--- src/rtl/gc_scan_pkg.sv ---
`default_nettype none
// =============================================================================
// gc_scan_pkg : state encoding and counter sizing shared by the scan driver
// Rev 1.0
// =============================================================================
package gc_scan_pkg;

    typedef enum logic [2:0] {
        IDLE    = 3'd0,
        LOAD    = 3'd1,
        CAPTURE = 3'd2,
        UNLOAD  = 3'd3,
        DONE    = 3'd4
    } scan_state_t;

    // Wide enough to hold CHAIN_LEN, so the final increment never wraps.
    function automatic int cnt_width(input int chain_len);
        return $clog2(chain_len + 1);
    endfunction

endpackage
`default_nettype wire

--- src/rtl/gc_scan_shreg.sv ---
`default_nettype none
// =============================================================================
// gc_scan_shreg : parallel-load, serial-in, serial-out right-shift register
// Rev 1.0
// =============================================================================
module gc_scan_shreg #(
    parameter int WIDTH = 32
) (
    input  logic             clk_i,
    input  logic             rst_i,
    input  logic             load_i,
    input  logic             shift_i,
    input  logic [WIDTH-1:0] pdata_i,
    input  logic             sin_i,
    output logic             so_o
);

    logic [WIDTH-1:0] sr_q;
    logic [WIDTH-1:0] sr_d;
    logic [WIDTH-1:0] shifted;

    generate
        if (WIDTH > 1) begin : g_wide
            assign shifted = {sin_i, sr_q[WIDTH-1:1]};
        end else begin : g_single
            assign shifted = sin_i;
        end
    endgenerate

    always_comb begin
        sr_d = sr_q;
        if (load_i) begin
            sr_d = pdata_i;
        end else if (shift_i) begin
            sr_d = shifted;
        end
    end

    always_ff @(posedge clk_i or posedge rst_i) begin
        if (rst_i) begin
            sr_q <= '0;
        end else begin
            sr_q <= sr_d;
        end
    end

    assign so_o = sr_q[0];

endmodule
`default_nettype wire

--- src/rtl/gc_scan_ctrl.sv ---
`default_nettype none
// =============================================================================
// gc_scan_ctrl : load / capture / unload driver for a GC_FF scan chain
// Optional compare path enabled by GC_SCAN_CTRL_COMPARE_EN.   Rev 1.0
// =============================================================================
module gc_scan_ctrl
    import gc_scan_pkg::*;
#(
    parameter int   CHAIN_LEN = 32,
    parameter logic FILL_BIT  = 1'b0
) (
    input  logic                 C,
    input  logic                 R,
    input  logic                 start,
    input  logic [CHAIN_LEN-1:0] pattern,
`ifdef GC_SCAN_CTRL_COMPARE_EN
    input  logic [CHAIN_LEN-1:0] expected,
    input  logic [CHAIN_LEN-1:0] mask,
    output logic                 mismatch,
`endif
    output logic                 busy,
    output logic                 done,
    output logic [CHAIN_LEN-1:0] response,
    output logic                 scan_se,
    output logic                 scan_en,
    output logic                 scan_si,
    input  logic                 scan_so
);

    localparam int               CNT_W    = cnt_width(CHAIN_LEN);
    localparam logic [CNT_W-1:0] LAST_IDX = CNT_W'(CHAIN_LEN - 1);

    scan_state_t          state_q;
    scan_state_t          state_d;
    logic [CNT_W-1:0]     cnt_q;
    logic [CNT_W-1:0]     cnt_d;
    logic [CHAIN_LEN-1:0] resp_q;
    logic [CHAIN_LEN-1:0] resp_d;
    logic                 busy_q, busy_d;
    logic                 done_q, done_d;
    logic                 se_q, se_d;
    logic                 en_q, en_d;
    logic                 accept;
    logic                 load_shift;

    assign accept     = (state_q == IDLE) && start;
    assign load_shift = (state_q == LOAD);

    // Shifting in FILL_BIT during LOAD leaves the register holding FILL_BIT by
    // CAPTURE, so its serial output can drive scan_si directly as a flop.
    gc_scan_shreg #(
        .WIDTH (CHAIN_LEN)
    ) u_pat_sr (
        .clk_i   (C),
        .rst_i   (R),
        .load_i  (accept),
        .shift_i (load_shift),
        .pdata_i (pattern),
        .sin_i   (FILL_BIT),
        .so_o    (scan_si)
    );

    always_ff @(posedge C or posedge R) begin
        if (R) begin
            state_q <= IDLE;
        end else begin
            state_q <= state_d;
        end
    end

    always_comb begin
        state_d = state_q;
        case (state_q)
            IDLE:    if (start) state_d = LOAD;
            LOAD:    if (cnt_q == LAST_IDX) state_d = CAPTURE;
            CAPTURE: state_d = UNLOAD;
            UNLOAD:  if (cnt_q == LAST_IDX) state_d = DONE;
            DONE:    state_d = IDLE;
            default: state_d = IDLE;
        endcase
    end

    // Decoded from the next state so the registered outputs line up with state_q.
    always_comb begin
        busy_d = 1'b0;
        done_d = 1'b0;
        se_d   = 1'b0;
        en_d   = 1'b0;
        case (state_d)
            LOAD: begin
                busy_d = 1'b1;
                se_d   = 1'b1;
                en_d   = 1'b1;
            end
            CAPTURE: begin
                busy_d = 1'b1;
                en_d   = 1'b1;
            end
            UNLOAD: begin
                busy_d = 1'b1;
                se_d   = 1'b1;
                en_d   = 1'b1;
            end
            DONE:    done_d = 1'b1;
            default: ;
        endcase
    end

    always_comb begin
        cnt_d  = cnt_q;
        resp_d = resp_q;
        case (state_q)
            IDLE:         if (start) cnt_d = '0;
            LOAD, UNLOAD: cnt_d = cnt_q + CNT_W'(1);
            CAPTURE:      cnt_d = '0;
            default:      ;
        endcase
        if (state_q == UNLOAD) begin
            for (int i = 0; i < CHAIN_LEN; i++) begin
                if (cnt_q == CNT_W'(i)) resp_d[i] = scan_so;
            end
        end
    end

    always_ff @(posedge C or posedge R) begin
        if (R) begin
            busy_q <= 1'b0;
            done_q <= 1'b0;
            se_q   <= 1'b0;
            en_q   <= 1'b0;
            cnt_q  <= '0;
            resp_q <= '0;
        end else begin
            busy_q <= busy_d;
            done_q <= done_d;
            se_q   <= se_d;
            en_q   <= en_d;
            cnt_q  <= cnt_d;
            resp_q <= resp_d;
        end
    end

    assign busy     = busy_q;
    assign done     = done_q;
    assign scan_se  = se_q;
    assign scan_en  = en_q;
    assign response = resp_q;

`ifdef GC_SCAN_CTRL_COMPARE_EN
    logic [CHAIN_LEN-1:0] exp_q;
    logic [CHAIN_LEN-1:0] mask_q;
    logic                 mm_q;
    logic                 mm_d;

    always_comb begin
        mm_d = mm_q;
        if (accept) begin
            mm_d = 1'b0;
        end else if (state_q == UNLOAD) begin
            for (int i = 0; i < CHAIN_LEN; i++) begin
                if (cnt_q == CNT_W'(i)) mm_d = mm_q | ((scan_so ^ exp_q[i]) & mask_q[i]);
            end
        end
    end

    always_ff @(posedge C or posedge R) begin
        if (R) begin
            exp_q  <= '0;
            mask_q <= '0;
            mm_q   <= 1'b0;
        end else begin
            if (accept) begin
                exp_q  <= expected;
                mask_q <= mask;
            end
            mm_q <= mm_d;
        end
    end

    assign mismatch = mm_q;
`endif

endmodule
`default_nettype wire

--- config.mk ---
export PLATFORM = sky130hd
export DESIGN_NAME = gc_scan_ctrl
export DESIGN_NICKNAME = d
export VERILOG_FILES = /design/src/rtl/gc_scan_pkg.sv /design/src/rtl/gc_scan_shreg.sv /design/src/rtl/gc_scan_ctrl.sv
export SDC_FILE = /design/constraint.sdc
export NUM_CORES = 1
export LEC_CHECK = 0
export CORE_ASPECT_RATIO = 1.1
export CORE_MARGIN = 5
export CORE_UTILIZATION = 52
export DETAILED_ROUTE_END_ITERATION = 10
export PLACE_DENSITY_LB_ADDON = 0.25
export REMOVE_ABC_BUFFERS = 1
export SLEW_MARGIN = 40
export SYNTH_ARGS = -nofsm -noshare
export SYNTH_HDL_FRONTEND = slang
export SYNTH_HIERARCHICAL = 1
export SYNTH_SLANG_ARGS = --single-unit
--- constraint.sdc ---
create_clock -name C -period 2.05 [get_ports C]
set_input_delay 0.615 -clock C [delete_from_list [all_inputs] [get_ports C]]
set_output_delay 0.615 -clock C [all_outputs]
set_load 0.1 [all_outputs]
==> reports/results.ini <==
[finish]
finish.utilization_pct = 73.05
syn_to_final_growth_pct = 36.55
antenna_cells_inserted = 0
final_layout_size_suffix_gt1_share_pct = 28.40
final_net_count = 442
fillers = 472

[floorplan]
effective_utilization_at_floorplan_pct = 53.50
core_area_mm2 = 0.007007
die_y_um = 99.05
dieArea_mm2 = 0.009009
dieWidth_um = 90.96
row_count = 32
design.portCount = 73

[timing]
report.final.hold_viol_count = 0
fin_ws_ns = 0.1361
clock-skew-final_ns = 0.008229
tightestPinTransition_ns = 0.4858
maxClockFrequency_ghz = 0.5225
whs_ns = 0.5521
setup_total_negative_slack_ns = 0
period_minus_slack_ns = 1.914
timing_max_transition_violations_final = 0
timing.final.setup_violations = 0
rsz0062_at_grt = no
final_min_period_over_clock_period_pct = 93.36
slew_headroom_pct = 67.16

[setup_path]
path_max_fanout = 7
criticalPathCategory = register to register
critPathCaptureType = register
timing.critical_path.from = cnt_q[0]
worstRegToRegCells = 5
crit_required_ns = 2.27
rr_startpoint = cnt_q[0]
critPathArrivalTime_ns = 2.14
cp-start-kind = register

[worst_hold_path]
timing.hold.worst_path_depth = 2
hold_start = u_pat_sr/sr_q[18]
hold_path.class = register to register

[routing]
detailedRoute.firstIterationViolations = 175
totalWireLength_um = 7562
routed_wirelength_normalized_by_instance_count_um = 15.43
detail_route.vias_per_cell = 5.461
route.antenna.remaining_nets = 0
vias = 2676
drt_first_pass_iters = 4
remaining_routing_drc_violations = 0

[logic_synthesis]
synthesis_warnings = 6
synth_edf_count = 0
ys_types = 46
synth.largest_area_cell = sky130_fd_sc_hd__dfrtp_1
syn_area_mm2 = 0.003749
synth_commonest_cells = sky130_fd_sc_hd__dfrtp_1, sky130_fd_sc_hd__nand2_1, sky130_fd_sc_hd__mux2i_1
synthMostInstantiatedCell = sky130_fd_sc_hd__dfrtp_1
synth.ff_latch_count = 76
netlist_top_cells_area = sky130_fd_sc_hd__dfrtp_1, sky130_fd_sc_hd__mux2_2, sky130_fd_sc_hd__mux2i_1
syn_area_per_cell_um2 = 11.50
async_reset_ff_share_pct = 100.0
synth_top_area_share_pct = 50.73
cell_count_after_synthesis = 326
synth_sequential_area_ratio_pct = 50.73
postSynth.topFlopCell = sky130_fd_sc_hd__dfrtp_1

[placement]
dp_slack_ns = 0.03929
detailed_place_hpwl_um = 5602
routabilityCongestion = 0.8557
io_buffer_count = 72

[clock_network]
h-tree-depth = 3
cts_setup_buffers = 0
clock_sinks = 76
cts_hold_buffers = 0
tritoncts_clock_tree = yes
clock_tree.root_cell = sky130_fd_sc_hd__clkbuf_8
cts_repair_resize_count = 0
path_clk_slew_ns = 0.07
cts_made_buffers = 9
worstSkewPairLatency_ns = 0.35
clock_buffer_depth = 2

[global_route]
via_count_of_the_first_global_routing_pass = 2763
grt.overflow.total = 0
global_route.usage.total_pct = 17.66
grt_first_pass_wirelength_um = 12810
grt_start_max_net_pins = 65
antenna_found_initial = 0

[run_status]
outcome = complete, no violations

[job]
max-cap-violations = 0

[power]
irDropWorstVdd_mv = 1.360
power.static_leakage_uw = 0.002280
power.density_mw_per_mm2 = 1642

layout make-up:
type | instances | area, um2 | share of cell area [%]
Inverter | 7 | 26.28 | 0.5133
Clock inverter | 3 | 40.04 | 0.7822
Multi-Input combinational cell | 219 | 1657 | 32.36
Clock buffer | 11 | 131.4 | 2.567
Timing Repair Buffer | 89 | 1256 | 24.54
Tap cell | 85 | 106.4 | 2.078
Sequential cell | 76 | 1902 | 37.15
per-stage QoR:
stage	instance area, um2	cells	total power, uW
floorplan	3571	302	5680
global placement	4947	476	7292
detailed placement	4947	476	7432
global route	5119	490	8825
finish	5119	490	8406
CTS	5119	490	8484
cell families after synthesis:
group,Yosys count,share of synthesized area [%]
DFF,76,50.73
and+or+nand+nor,102,16.89
muxes,64,18.16
adders and majority gates,4,1.335
AOI/OAI and AO/OA,48,7.343
other,1,0.1000
buffers and inverters,31,5.440
state kept, by name, summed over array words and instances (netlist names):
register and count:
response 32, u_pat_sr/sr_q 32, cnt_q 6, state_q 3, done 1, scan_en 1
scan_se 1
path summary, 6_finish.rpt:
| path | to | slack, ns |
|---|---|---|
| min | u_pat_sr/sr_q[18] | 0.55 |
| max reg2reg | response[0] | 0.14 |
| min reg2reg | u_pat_sr/sr_q[18] | 0.55 |
| max | response[0] | 0.14 |
| min in group asynchronous | response[29] | 0.65 |
| max in group asynchronous | u_pat_sr/sr_q[31] | 1.09 |
worst max-delay path, stage by stage, from the launching register on:
cell	delay, ns
sky130_fd_sc_hd__dfrtp_1	0.45
sky130_fd_sc_hd__inv_1	0.11
sky130_fd_sc_hd__ha_1	0.18
sky130_fd_sc_hd__or4b_4	0.52
sky130_fd_sc_hd__nor4_4	0.17
sky130_fd_sc_hd__mux2_1	0.35
placed cells by master (no fill, tap or decap), types with 3 or more instances in the layout:
master / n
sky130_fd_sc_hd__dfrtp_1: 76
sky130_fd_sc_hd__buf_12: 40
sky130_fd_sc_hd__nand2_1: 35
sky130_fd_sc_hd__clkdlybuf4s50_1: 35
sky130_fd_sc_hd__mux2i_1: 32
sky130_fd_sc_hd__mux2_2: 30
sky130_fd_sc_hd__o21ai_1: 28
sky130_fd_sc_hd__buf_4: 14
sky130_fd_sc_hd__nand3_1: 10
sky130_fd_sc_hd__clkbuf_8: 9
sky130_fd_sc_hd__nand4_1: 7
sky130_fd_sc_hd__inv_1: 7
sky130_fd_sc_hd__nor3_1: 7
sky130_fd_sc_hd__o21ai_0: 7
sky130_fd_sc_hd__nor3_2: 6
sky130_fd_sc_hd__nand2b_1: 5
sky130_fd_sc_hd__nor4_1: 5
sky130_fd_sc_hd__ha_1: 4
sky130_fd_sc_hd__nor2b_1: 3
sky130_fd_sc_hd__nor2_1: 3
sky130_fd_sc_hd__nor4_4: 3
power by group:
part	switching (uW)	total, uW	internal, uW	leakage [uW]
Combinational	2810	4650	1840	0.00125
Clock	500	1050	545	0.0000890
Sequential	587	2710	2120	0.000936
Total	3900	8410	4510	0.00228
per-layer routing:
layer / global-route usage, % / share of wire [%]
met3: 3.969 / 5.1
met5: 0 / 0
met1: 20.51 / 40
met4: 8.352 / 2.1
met2: 30.74 / 52
Power figures use the tool's default switching activity.
